**config.mk**
```make
export PLATFORM = sky130hd
export DESIGN_NAME = mem_debug_dumper
export DESIGN_NICKNAME = d
export VERILOG_FILES = /design/src/rtl/mips_debug_pkg.sv /design/src/rtl/word_serializer.sv /design/src/rtl/mem_debug_dumper.sv
export SDC_FILE = /design/constraint.sdc
export NUM_CORES = 1
export LEC_CHECK = 0
export ABC_CLOCK_PERIOD_IN_PS = 2400
export CAP_MARGIN = 10
export CORE_MARGIN = 4
export CORE_UTILIZATION = 50
export CTS_CLUSTER_DIAMETER = 200
export CTS_CLUSTER_SIZE = 24
export DETAILED_ROUTE_END_ITERATION = 10
export DONT_BUFFER_PORTS = 1
export PLACE_DENSITY = 0.68
export REMOVE_ABC_BUFFERS = 1
export SKIP_CTS_REPAIR_TIMING = 1
export SLEW_MARGIN = 20
export SYNTH_ARGS = -nofsm -noshare
export SYNTH_HDL_FRONTEND = slang
export SYNTH_SLANG_ARGS = --single-unit
```
**constraint.sdc**
```tcl
create_clock -name clk -period 2.4 [get_ports clk]
set_input_delay 0.48 -clock clk [delete_from_list [all_inputs] [get_ports clk]]
set_output_delay 0.48 -clock clk [all_outputs]
set_load 0.05 [all_outputs]
```
**src/rtl/mips_debug_pkg.sv**
```systemverilog
// Shared debug-path types: dumper state encoding, word geometry and byte order.
// Optional checksum trailer is enabled with MEMDUMP_CHECKSUM_EN.
package mips_debug_pkg;

   typedef enum logic [2:0] {
      IDLE,
      REQ,
      WAIT,
      SEND,
      NEXT,
      CKSUM,
      FIN
   } dumpState_t;

   localparam int WORD_BYTES = 4;
   localparam logic [31:0] ADDR_STEP = 32'd4;
   localparam bit DEBUG_TX_MSB_FIRST = 1'b1;

endpackage

```
**src/rtl/word_serializer.sv**
```systemverilog
// Holds one captured memory word and hands it out one byte at a time
// over a valid/ready link, most significant byte first.
module word_serializer
   import mips_debug_pkg::*;
(
   input  logic        clk,
   input  logic        rst,
   input  logic        clear,
   input  logic        load,
   input  logic [31:0] word,
   input  logic        ready,
   output logic [7:0]  data,
   output logic        valid,
   output logic        last
);

   logic [31:0] shReg;
   logic [1:0]  idx;
   logic        validReg;
   logic        xfer;

   assign xfer = validReg & ready;

   always_ff @(posedge clk or posedge rst) begin
      if (rst) begin
         shReg    <= '0;
         idx      <= '0;
         validReg <= 1'b0;
      end else if (clear) begin
         shReg    <= '0;
         idx      <= '0;
         validReg <= 1'b0;
      end else if (load) begin
         shReg    <= word;
         idx      <= '0;
         validReg <= 1'b1;
      end else if (xfer) begin
         // Shift out the consumed byte so the next one sits in the output slot
         shReg <= DEBUG_TX_MSB_FIRST ? {shReg[23:0], 8'h00}
                                     : {8'h00, shReg[31:8]};
         idx   <= idx + 2'd1;
         if (idx == 2'(WORD_BYTES - 1))
            validReg <= 1'b0;
      end
   end

   assign data  = DEBUG_TX_MSB_FIRST ? shReg[31:24] : shReg[7:0];
   assign valid = validReg;
   assign last  = (idx == 2'(WORD_BYTES - 1));

endmodule

```
**src/rtl/mem_debug_dumper.sv**
```systemverilog
// Debug master that stalls the pipeline, walks data memory and streams it
// out as bytes. Define MEMDUMP_CHECKSUM_EN to append an XOR checksum byte.
module mem_debug_dumper
   import mips_debug_pkg::*;
#(
   parameter logic [31:0] BASE_ADDR  = 32'h0000_0000,
   parameter int          NUM_WORDS  = 32,
   parameter int          RD_LATENCY = 1
) (
   input  logic        clk,
   input  logic        rst,
   input  logic        start,
   input  logic        abort,
   output logic        debug_on,
   output logic [31:0] debug_addr,
   input  logic [31:0] mem_data,
   output logic [7:0]  tx_data,
   output logic        tx_valid,
   input  logic        tx_ready,
   output logic        busy,
   output logic        done
);

   localparam logic [9:0] LAST_WORD = 10'(NUM_WORDS - 1);
   localparam logic [2:0] LAT_LOAD  = 3'(RD_LATENCY);

   dumpState_t  state;
   dumpState_t  nextState;
   dumpState_t  afterLast;
   logic [2:0]  latCnt;
   logic [9:0]  wordCnt;
   logic [31:0] addrReg;
   logic        serLoad;
   logic        serXfer;
   logic        serLast;
   logic        serValid;
   logic [7:0]  serData;

`ifdef MEMDUMP_CHECKSUM_EN
   assign afterLast = CKSUM;
`else
   assign afterLast = FIN;
`endif

   always_ff @(posedge clk or posedge rst) begin
      if (rst)
         state <= IDLE;
      else
         state <= nextState;
   end

   always_comb begin
      nextState = state;
      unique case (state)
         IDLE:    if (start) nextState = REQ;
         REQ:     nextState = WAIT;
         WAIT:    if (latCnt == 3'd0) nextState = SEND;
         SEND:    if (serXfer && serLast) nextState = NEXT;
         NEXT:    nextState = (wordCnt == LAST_WORD) ? afterLast : REQ;
         CKSUM:   if (tx_ready) nextState = FIN;
         FIN:     nextState = IDLE;
         default: nextState = IDLE;
      endcase
      if (abort)
         nextState = IDLE;
   end

   assign busy     = (state != IDLE) && (state != FIN);
   assign debug_on = busy;
   assign done     = (state == FIN);

   // Address and word count only move between words, so the read port
   // sees a stable address for the whole REQ/WAIT window.
   always_ff @(posedge clk or posedge rst) begin
      if (rst) begin
         addrReg <= BASE_ADDR;
         wordCnt <= '0;
         latCnt  <= '0;
      end else if (abort) begin
         addrReg <= BASE_ADDR;
         wordCnt <= '0;
         latCnt  <= '0;
      end else begin
         unique case (state)
            IDLE: if (start) begin
               addrReg <= BASE_ADDR;
               wordCnt <= '0;
            end
            REQ:  latCnt <= LAT_LOAD;
            WAIT: if (latCnt != 3'd0) latCnt <= latCnt - 3'd1;
            NEXT: if (wordCnt != LAST_WORD) begin
               wordCnt <= wordCnt + 10'd1;
               addrReg <= addrReg + ADDR_STEP;
            end
            default: ;
         endcase
      end
   end

   assign debug_addr = addrReg;
   assign serLoad    = (state == WAIT) && (latCnt == 3'd0);
   assign serXfer    = serValid & tx_ready;

   word_serializer u_ser (
      .clk   (clk),
      .rst   (rst),
      .clear (abort),
      .load  (serLoad),
      .word  (mem_data),
      .ready (tx_ready),
      .data  (serData),
      .valid (serValid),
      .last  (serLast)
   );

`ifdef MEMDUMP_CHECKSUM_EN
   logic [7:0] xorAcc;

   always_ff @(posedge clk or posedge rst) begin
      if (rst)
         xorAcc <= '0;
      else if (state == IDLE && start)
         xorAcc <= '0;
      else if (serXfer)
         xorAcc <= xorAcc ^ serData;
   end

   assign tx_data  = (state == CKSUM) ? xorAcc : serData;
   assign tx_valid = serValid | (state == CKSUM);
`else
   assign tx_data  = serData;
   assign tx_valid = serValid;
`endif

endmodule

```
# Yosys cells after proc, flatten, opt, wreduce, memory -nomap -nowiden

Cells that the tools add are included.

Add/sub/neg operators: 4
Magnitude comparators: 0
Shift-type cells: 0
Multiplexer cells: 28
Reductions and logical operators: 15
Bitwise operators: 1
$mul: 0
Eq/ne operators: 16
Divide/modulo/power cells: 0

Operators with widths:

| kind                                                   | number |
|---|---|
| two-way mux 32 bit                                     | 6 |
| one-hot mux 32 bit (2 select lines)                    | 1 |
| adder 32 x 3 -> 32 bit, second input constant          | 1 |
| two-way mux 10 bit                                     | 3 |
| two-way mux 3 bit                                      | 8 |
| one-hot mux 10 bit (2 select lines)                    | 1 |
| inequality test 3 bit, second input constant           | 6 |
| one-hot mux 3 bit (6 select lines)                     | 1 |
| nonzero test 3 bit                                     | 6 |
| adder 10 x 1 -> 10 bit, second input constant          | 1 |
| == test 10 x 5 -> 1 bit, second input constant         | 1 |
| inequality test 10 x 5 -> 1 bit, second input constant | 1 |
| == test 3 bit, second input constant                   | 3 |
| == test 3 x 2 -> 1 bit, second input constant          | 2 |
| zero test 3 bit                                        | 2 |
| two-way mux 2 bit                                      | 3 |
| one-hot mux 3 bit (2 select lines)                     | 1 |
| two-way mux 1 bit                                      | 4 |
| AND reduction 2 bit                                    | 2 |
| AND reduction 4 bit                                    | 1 |
| == test 3 x 1 -> 1 bit, second input constant          | 1 |
| logical AND 1 bit                                      | 3 |
| inequality test 3 x 2 -> 1 bit, second input constant  | 1 |
| AND reduction 3 bit                                    | 1 |
| other kinds (4)                                        | 4 |

Latch bits: 0
Memories: 0
Output and inout port bits: 44
Bits in writable memories: 0
Register bits after elaboration: 83
ROM bits: 0

# Logic depth before layout (Yosys ltp)

Gate-level depths: netlist of run 1.

Depth in word-level cells: 5
Mapped depth: 9

# Hierarchy

From an unflattened synthesis of run 1, not the netlist that was laid out.

Cells, all modules: 454
Area, all modules: 4,428.0 sq um

Modules (own cells, without submodules):

| module           | area an instance (sq um) | cells each | instances |
|---|---|---|---|
| mem_debug_dumper | 2,698.8                  | 306        | 1 |
| word_serializer  | 1,729.2                  | 148        | 1 |

# Worst setup path after synthesis of run 1

OpenSTA, ideal clock, no wires.

Path kind: flip-flop to output port
From: register state[1]
To: output port done
Stages on the path, launching flop included: 3
Setup slack: -35 ps
Arrival time: 1,955 ps
Data required time: 1,920 ps
Cell sequence: dfrtp_1 -> clkbuf_1 -> nor3b_1

Longest elaborated chain between the ends: 1

Ends and longest elaborated chain:

| what                     | RTL line               | text |
|---|---|---|
| start: declaration       | mem_debug_dumper.sv:27 | `dumpState_t state;` |
| start signal: assignment | mem_debug_dumper.sv:49 | `state <= nextState;` |
| == test 3 bit            | mem_debug_dumper.sv:70 | `assign done = (state == FIN);` |
| end: declaration         | mem_debug_dumper.sv:21 | `output logic done` |

No other way between the ends.

# Final worst setup path of run 1

From: register state[2]
To: output port debug_on

Longest elaborated chain between the ends: 2

Ends and longest elaborated chain:

| what                                                               | RTL line               | text |
|---|---|---|
| inequality test 3 bit / nonzero test 3 bit (equally long branches) | mem_debug_dumper.sv:68 | `assign busy = (state != IDLE) && (state != FIN);` |
| logical AND 1 bit (*)                                              | mem_debug_dumper.sv:68 |  |
| end: declaration                                                   | mem_debug_dumper.sv:14 | `output logic debug_on,` |

Every way passes the cells marked *; elsewhere a longest branch is shown, timed or not.

==> results of run 1 <==
==> worst max-delay path, stage by stage, from the launching register on <==
cell and delay (ns):
dfrtp_1 0.50, inv_1 0.27, nor2_1 0.12, or3_1 0.32, buf_4 0.24
==> state kept, by name (all words and copies together), names as in the netlist <==
| signal | cells |
|---|---|
| debug_addr | 30 |
| latCnt | 3 |
| state | 3 |
| u_ser.idx | 2 |
| u_ser.shReg | 32 |
| u_ser.valid | 1 |
| wordCnt | 10 |
==> final cells by class <==
| class | count | area [sq um] | area share (%) |
|---|---|---|---|
| multi-input combinational | 358 | 2152 | 44.44 |
| inverter | 10 | 38.79 | 0.8010 |
| timing repair buffer | 35 | 287.8 | 5.943 |
| clock buffer | 9 | 123.9 | 2.558 |
| tap | 108 | 135.1 | 2.791 |
| clock inverter | 7 | 76.32 | 1.576 |
| sequential | 81 | 2028 | 41.89 |
==> per-layer routing <==
| layer | vias to the layer above | share of wire, % |
|---|---|---|
| li1 | 1745 | - |
| met1 | 1767 | 46 |
| met2 | 69 | 48 |
| met3 | 11 | 4.4 |
| met4 | 0 | 1.1 |
| met5 | - | 0 |
==> cell usage in the layout (no fill, tap or decap), types with 4 or more instances in the layout <==
cell type   n
nand3_1    24
a311oi_1   24
o31ai_1     6
ha_1        5
nor2_1     53
and3_1      9
o21ai_0    19
or4_1       5
inv_1       9
nand4_1     8
nor3_1     11
nand2_1    79
nor4_1      5
clkbuf_8    9
or3_1       9
dfrtp_1    80
buf_4      33
o21a_1      4
a21oi_1    27
xor2_1      5
nand4_4     4
nor2b_1     5
xnor2_1    13
==> stage by stage <==
stage | instance area (sq um) | setup TNS (ns) | util [%]
2_1_floorplan | 4209 | -12.97 | -
3_3_place_gp | 4641 | 0 | 53.47
5_1_grt | 4842 | 0 | 55.80
3_5_place_dp | 4641 | 0 | 53.47
4_1_cts | 4841 | 0 | 55.78
6_report | 4842 | 0 | 55.80
==> logic make-up (layout without fill, tap and decap cells) <==
family          Yosys count  in the layout  synth area share (%)
mux                       3              3                0.6797
simple gates            232            232                 27.78
compound gates           98             98                 14.93
xor+xnor                 18             18                 3.568
flops                    81             81                 45.88
other cells               1              2               0.08488
buf+inv                  50             61                 5.664
fa+ha+maj                 5              5                 1.416
==> power by group <==
group / internal (mW) / switching, mW
sequential: 1.54 / 0.323
combinational: 0.322 / 0.602
clock: 0.490 / 0.540
total: 2.36 / 1.46
==> path summary, 6_finish.rpt <==
kind,start,endpoint,slack [ns],depth (start not counted)
worst max-delay path,state[2],debug_on,0.13,4
worst min-delay path,rst,u_ser.shReg[27],0.05,1
worst max register to register,wordCnt[0],debug_addr[23],0.35,6
worst min register to register,wordCnt[8],wordCnt[8],0.52,1
max in group asynchronous,rst,state[1],1.66,2
min in group clk,abort,u_ser.shReg[2],0.18,1
==> qor.txt, run 1 <==
grt met1 use: 28.68%
Async S/R FF share, synth: 100.0%
Setup CP Type: reg2out
PortBufs: 0
Cells after DPL: 592
Highest Clock Rate: 0.4401 GHz
Slew Limit Headroom: 59.22%
vias in the first global route: 3399
crit-path max FO: 10
# IOs: 81
clock slew at reported path FFs: 0.09 ns
fin. max-slew vios: 0
clock latency at the later pin of the worst-skew pair: 0.35 ns
fin nets: 537
top-count cell post-synth: dfrtp_1
final setup margin: 0.1278 ns
Hold/Removal Path Class: in2async
synth warn: 0
P&R area growth vs syn: 9.601%
met3 usage: 3.072%
Longest Clk Path Bufs: 2
Initial Util: 50.91%
Yosys cell types: 52
largest net degree at the start of global routing: 57
hpwl dp: 6826 microns
Via-to-Cell Ratio: 5.908
crit start category: register
Synth top area share: 45.88%
post-synthesis cell count: 488
gr busiest metal: met2
grt met2 use: 31.33%
setup violators final: 0
synthesized area per cell: 9.053 sq um
Die ar.: 0.01040 sq mm
Power, Total: 3.821 mW
CTS tree: done
commonest cells in the netlist: dfrtp_1, nand2_1, nor2_1
initial antenna violation count: 0
drt wl/cell: 16.40 microns
Routed WL: 9973 microns
total clock buffers created by CTS: 9
overall global routing resource usage: 19.85%
H-Tree Level Count: 3
fin crit period: 2.272 ns
final hold violation count: 0
Req. time, crit path: 1.92 ns
# DRC: 0
Layout fillers: 777
RSZ-0062 raised after global routing: no
leakage: 1.966 nW
total number of vias: 3592
leading area contributor after synthesis: dfrtp_1
core area: 0.008678 sq mm
Root Buffer: clkbuf_8
antenna viol nets, final: 0
synthesized area: 0.004418 sq mm
# clock sinks: 81
First-pass DRT Iterations: 4
first-pass GRT wire length: 16880 microns
Tightest Pin Transition: 0.6110 ns
outcome: complete, no violations
CP Capture Type: output pin
width of the die: 102 microns
Core Rows: 34
Die Span Y: 102 microns
Yosys reg bits: 81
layout cells sized above 1: 14.80%
antenna cells: 0
Initial DRC Count: 174
Hold WS: 0.05163 ns
GR Overflow Total: 0
WP data arrival: 1.79 ns
worst vdd ir: 0.7013 mV
Area contributors post-synth: dfrtp_1, nand2_1, a311oi_1, nor2_1, a21oi_1
Power Dens Cells: 789.2 mW/mm^2
Main synth FF type: dfrtp_1
clk_skew: 0.01543 ns
Max Cap Viol: 0
Post-synth EDFFs: 0
Placer Congestion: 0.8206
Worst Setup Slack post-DPL: 0.3807 ns
fin crit share: 94.67%
final cell count without fillers: 608
sequential-to-total area share from yosys stat: 45.88%
No activity file was read; power rests on OpenSTA's default activity.
==> run 2: changes to the inputs <==
- TNS_END_PERCENT: default -> 1
==> results of run 2 <==
Same layout as run 1: the final DEF is identical, and so are final timing and power.
